==> src/rtl/mem_port_arbiter.sv <==
// Two-port arbiter in front of the CPU's unified memory: CPU port vs. loader/debug port.
// Default round-robin on ties; define ARB_CPU_PRIORITY_EN for fixed CPU priority.
module mem_port_arbiter #(
    parameter int AW      = 32,
    parameter int DW      = 32,
    parameter int MEM_LAT = 1
) (
    input  logic          clk,
    input  logic          rst,
    input  logic          cpu_req,
    input  logic          cpu_we,
    input  logic [AW-1:0] cpu_addr,
    input  logic [DW-1:0] cpu_wdata,
    output logic [DW-1:0] cpu_rdata,
    output logic          cpu_ready,
    input  logic          aux_req,
    input  logic          aux_we,
    input  logic [AW-1:0] aux_addr,
    input  logic [DW-1:0] aux_wdata,
    output logic [DW-1:0] aux_rdata,
    output logic          aux_ready,
    output logic [AW-1:0] mem_addr,
    output logic [DW-1:0] mem_wdata,
    output logic          mem_re,
    output logic          mem_we,
    input  logic [DW-1:0] mem_rdata,
    output logic          busy,
    output logic          grant_id
);

    localparam int CW = (MEM_LAT > 1) ? $clog2(MEM_LAT) : 1;

    typedef enum logic [1:0] {IDLE, ACCESS, RESP} state_t;

    state_t          state_q, state_d;
    logic [CW-1:0]   cnt_q, cnt_d;
    logic            last_grant_q, last_grant_d;
    logic            grant_q, grant_d;
    logic            we_q, we_d;
    logic [AW-1:0]   addr_q, addr_d;
    logic [DW-1:0]   wdata_q, wdata_d;
    logic            win;
    logic            read_done;
    logic [DW-1:0]   rdata_q [2];
    logic            ready_w [2];

    // win is only consulted when at least one port is requesting (0 = CPU, 1 = aux)
    always_comb begin
`ifdef ARB_CPU_PRIORITY_EN
        win = ~cpu_req;
`else
        win = (cpu_req && aux_req) ? ~last_grant_q : ~cpu_req;
`endif
    end

    always_comb begin
        state_d      = state_q;
        cnt_d        = cnt_q;
        last_grant_d = last_grant_q;
        grant_d      = grant_q;
        we_d         = we_q;
        addr_d       = addr_q;
        wdata_d      = wdata_q;
        case (state_q)
            IDLE: begin
                if (cpu_req || aux_req) begin
                    grant_d = win;
                    we_d    = win ? aux_we    : cpu_we;
                    addr_d  = win ? aux_addr  : cpu_addr;
                    wdata_d = win ? aux_wdata : cpu_wdata;
                    cnt_d   = CW'(MEM_LAT - 1);
                    state_d = ACCESS;
                end
            end
            ACCESS: begin
                if (cnt_q != '0) begin
                    cnt_d = cnt_q - 1'b1;
                end else begin
                    state_d = RESP;
                end
            end
            RESP: begin
                last_grant_d = grant_q;
                state_d      = IDLE;
            end
            default: state_d = IDLE;
        endcase
    end

    always_ff @(posedge clk) begin
        if (rst) begin
            state_q      <= IDLE;
            cnt_q        <= '0;
            last_grant_q <= 1'b1;
            grant_q      <= 1'b0;
            we_q         <= 1'b0;
            addr_q       <= '0;
            wdata_q      <= '0;
        end else begin
            state_q      <= state_d;
            cnt_q        <= cnt_d;
            last_grant_q <= last_grant_d;
            grant_q      <= grant_d;
            we_q         <= we_d;
            addr_q       <= addr_d;
            wdata_q      <= wdata_d;
        end
    end

    // Memory data is only valid in the final ACCESS cycle, and only reads update rdata
    assign read_done = (state_q == ACCESS) && (cnt_q == '0) && !we_q;

    for (genvar gi = 0; gi < 2; gi++) begin : g_port
        always_ff @(posedge clk) begin
            if (rst) begin
                rdata_q[gi] <= '0;
            end else if (read_done && (grant_q == 1'(gi))) begin
                rdata_q[gi] <= mem_rdata;
            end
        end
        assign ready_w[gi] = (state_q == RESP) && (grant_q == 1'(gi));
    end

    assign cpu_rdata = rdata_q[0];
    assign aux_rdata = rdata_q[1];
    assign cpu_ready = ready_w[0];
    assign aux_ready = ready_w[1];

    assign mem_addr  = (state_q == ACCESS) ? addr_q  : '0;
    assign mem_wdata = (state_q == ACCESS) ? wdata_q : '0;
    assign mem_re    = (state_q == ACCESS) && !we_q;
    assign mem_we    = (state_q == ACCESS) && we_q;
    assign busy      = (state_q != IDLE);
    assign grant_id  = grant_q;

endmodule

==> config.mk <==
export PLATFORM = sky130hd
export DESIGN_NAME = mem_port_arbiter
export DESIGN_NICKNAME = d
export VERILOG_FILES = /design/src/rtl/mem_port_arbiter.sv
export SDC_FILE = /design/constraint.sdc
export NUM_CORES = 1
export LEC_CHECK = 0
export CAP_MARGIN = 40
export CORE_ASPECT_RATIO = 0.7
export CORE_MARGIN = 1
export CORE_UTILIZATION = 41
export DETAILED_ROUTE_END_ITERATION = 6
export PLACE_DENSITY = 0.81
export SYNTH_ARGS = -nofsm -noshare
export SYNTH_HDL_FRONTEND = slang
export SYNTH_SLANG_ARGS = --single-unit
export TNS_END_PERCENT = 1
==> constraint.sdc <==
create_clock -name clk -period 2.4 [get_ports clk]
set_clock_uncertainty 0.1 [all_clocks]
set_input_delay 0.36 -clock clk [delete_from_list [all_inputs] [get_ports clk]]
set_output_delay 0.36 -clock clk [all_outputs]
set_load 0.05 [all_outputs]
==> results.sh <==
export IMPL_outcome="finished clean"
export IMPL_clock_sinks=133
export IMPL_synthesis_area_mm2=0.00620
export IMPL_detail_route_antenna_nets=0
export IMPL_async_flop_share=0
export IMPL_yosysMostFrequentCell="and2_1"
export IMPL_initial_core_util=0.421
export IMPL_clockBufferDepth=2
export IMPL_ir_worst_vdd_mv=0.520
export IMPL_critical_path_slowest_cell="clkdlybuf4s50_1"
export IMPL_synthFlopType="dfxtp_1"
export IMPL_maxCapViolCount=0
export IMPL_r2r_end="rdata_q[0][2]$_SDFFCE_PN0P_"
export IMPL_fp_dieArea_mm2=0.0156
export IMPL_dr_pass1_iters=5
export IMPL_crit_arrival_ns=1.77
export IMPL_ys_seq_elements=133
export IMPL_synth_nets=783
export IMPL_min_from="rst"
export IMPL_min_path_type="in2reg"
export IMPL_synth_distinct_cells=25
export IMPL_crit_path_cell_trace="clkdlybuf4s50_1"
export IMPL_slew_violations=0
export IMPL_cts_resized=1
export IMPL_vias=5957
export IMPL_n_antenna_cell=0
export IMPL_layout_cells_non_filler=1090
export IMPL_tns_ns=0
export IMPL_relSlewSlack=0.485
export IMPL_die_h_um=105
export IMPL_antenna_found_initial=0
export IMPL_grt_pass1_wl_um=31300
export IMPL_synth_edf_count=64
export IMPL_htree_num_levels=4
export IMPL_place_ws_ns=0.219
export IMPL_clkLatencyLatePin_ns=0.40
export IMPL_cts_buffers=17
export IMPL_cts_setup_buffers=0
export IMPL_syn_avg_cell_area_um2=10.1
export IMPL_critPathTopFamily="buffers and inverters"
export IMPL_place_inst=1058
export IMPL_synth_top_area_frac=0.310
export IMPL_wl_per_cell_um=18.6
export IMPL_tightest_slew_ns=0.772
export IMPL_design_core_area_mm2=0.0147
export IMPL_finalSetupViolCount=0
export IMPL_dpl_cell_area_mm2=0.00994
export IMPL_synth_area_leaders="edfxtp_1, dfxtp_1, and2_1, a311oi_1, a21oi_1"
export IMPL_vias_per_cell=5.47
export IMPL_critical_path_max_stage_delay_ns=0.90
export IMPL_syn_inst=617
export IMPL_reg2reg_slack_ns=0.54
export IMPL_min_to="state_q[1]$_SDFFE_PP0P_"
export IMPL_die_w_um=149
export IMPL_yosys_top_cells_count="and2_1, dfxtp_1, a21oi_1, a311oi_1, nand3_1"
export IMPL_ff2ff_path_depth=4
export IMPL_crit_path_end_kind="primary output"
export IMPL_seqCellArea_mm2=0.00330
export IMPL_final_area_mm2=0.0106
export IMPL_rows=37
export IMPL_path_max_fanout=6
export IMPL_start_kind="flip-flop"
export IMPL_fill_cells=1042
export IMPL_grt_max_degree=68
export IMPL_grt_pass1_vias=5756
export IMPL_critPathBufInv=1
export IMPL_worstReg2RegStart="state_q[1]$_SDFFE_PP0P_"
export IMPL_final_setup_worst_slack_ns=0.172
export IMPL_p_per_area_mw_per_mm2=677
export IMPL_hold_violations=0
export IMPL_wl_um=20300
export IMPL_syn_to_final_growth_pct=70.0
export IMPL_drtIter0Drc=376
export IMPL_cts_root_buffer="clkbuf_16"
export IMPL_layout_drive_gt1_share=0.147
export IMPL_io_pins=300
export IMPL_dp_hpwl_um=14000
export IMPL_crit_start="grant_id$_SDFFE_PP0P_"
export IMPL_grt_use_total=0.259
export IMPL_cts_tree="yes"
export IMPL_fmax_ghz=0.449
export IMPL_period_share=0.928
export IMPL_cts_hold_buf=0
export IMPL_ys_seq_area_frac=0.532
export IMPL_worstSetupPathType="reg2out"
export IMPL_rsz0062_at_grt="no"
export IMPL_yosysWarnings=0
export IMPL_multiInputGateArea_mm2=0.00253
export IMPL_place_gp_congestion=0.817
export IMPL_final_nets=1048
export IMPL_worstHoldPathCells=2
export IMPL_gr_total_overflow=0
export IMPL_cp_required_ns=1.94
export IMPL_period_minus_slack_ns=2.23
export IMPL_yosysTopAreaCell="edfxtp_1"
export IMPL_power_leakage_nw=3.92
export IMPL_drc_errors=0
export IMPL_clk_pin_slew_ns=0.06
export IMPL_port_buffers=299
final cells by class:
class | instances | share of cell area
tap | 195 | 0.0231
inverter | 3 | 0.00107
timing repair buffer | 317 | 0.365
clock inverter | 15 | 0.0179
sequential | 133 | 0.313
clock buffer | 17 | 0.0403
multi-input combinational | 410 | 0.240
cell families after synthesis:
| kind of cell | after synthesis | synth area share |
|---|---|---|
| DFF | 133 | 0.532 |
| AOI/OAI and AO/OA | 200 | 0.203 |
| buffers and inverters | 74 | 0.0639 |
| and+or+nand+nor | 210 | 0.201 |
layer usage:
layer  global-route usage  share of wire  up-vias  wire length (um)
met5                    0              0        -                 0
met4               0.0948          0.025        0               507
met3               0.0716          0.094       32              1900
met2                0.432           0.50      309             10100
met1                0.318           0.38     2799              7770
li1                     -              -     2817                 -
metrics by stage:
stage | total power, mW | util | hold WS (ns)
2_1_floorplan | 3.68 | - | 0.343
3_3_place_gp | 4.47 | 0.675 | 0.383
3_5_place_dp | 4.50 | 0.675 | 0.395
4_1_cts | 7.19 | 0.717 | 0.191
5_1_grt | 7.41 | 0.717 | 0.194
6_report | 7.14 | 0.717 | 0.200
power breakdown:
group          switching, mW  internal (mW)
sequential            0.0944           2.59
clock                   1.10           1.59
combinational          0.991          0.772
total                   2.19           4.95
cell usage in the layout (no fill, tap or decap), types with 2 or more instances in the layout:
cell / count
edfxtp_1: 64
a311oi_1: 66
o21ai_0: 41
and2_1: 129
o21ai_1: 24
nand2b_1: 2
buf_2: 2
buf_12: 72
inv_8: 5
inv_6: 4
buf_4: 14
clkbuf_16: 17
nand3_1: 65
nor2_1: 5
nor4_4: 2
clkdlybuf4s50_1: 228
dfxtp_1: 69
bufinv_16: 2
nor2_4: 2
a21oi_1: 66
inv_2: 3
worst max-delay path by stage:
stage	slack, ns	depth (start not counted)	endpoint
5_1_grt	0.09	4	mem_wdata[29]
3_5_place_dp	0.22	5	addr_q[17]$_SDFFE_PP0P_
6_report	0.17	1	grant_id
2_1_floorplan	-0.23	3	rdata_q[1][0]$_SDFFCE_PN0P_
4_1_cts	0.15	4	mem_wdata[29]
3_3_place_gp	0.25	5	wdata_q[19]$_SDFFE_PP0P_
sequential cells by signal, indices dropped and copies added, names as in the netlist:
register / count
wdata_q: 32
last_grant_q: 1
state_q: 2
we_q: 1
addr_q: 32
grant_id: 1
rdata_q: 64
No activity file was read; power rests on OpenSTA's default activity.
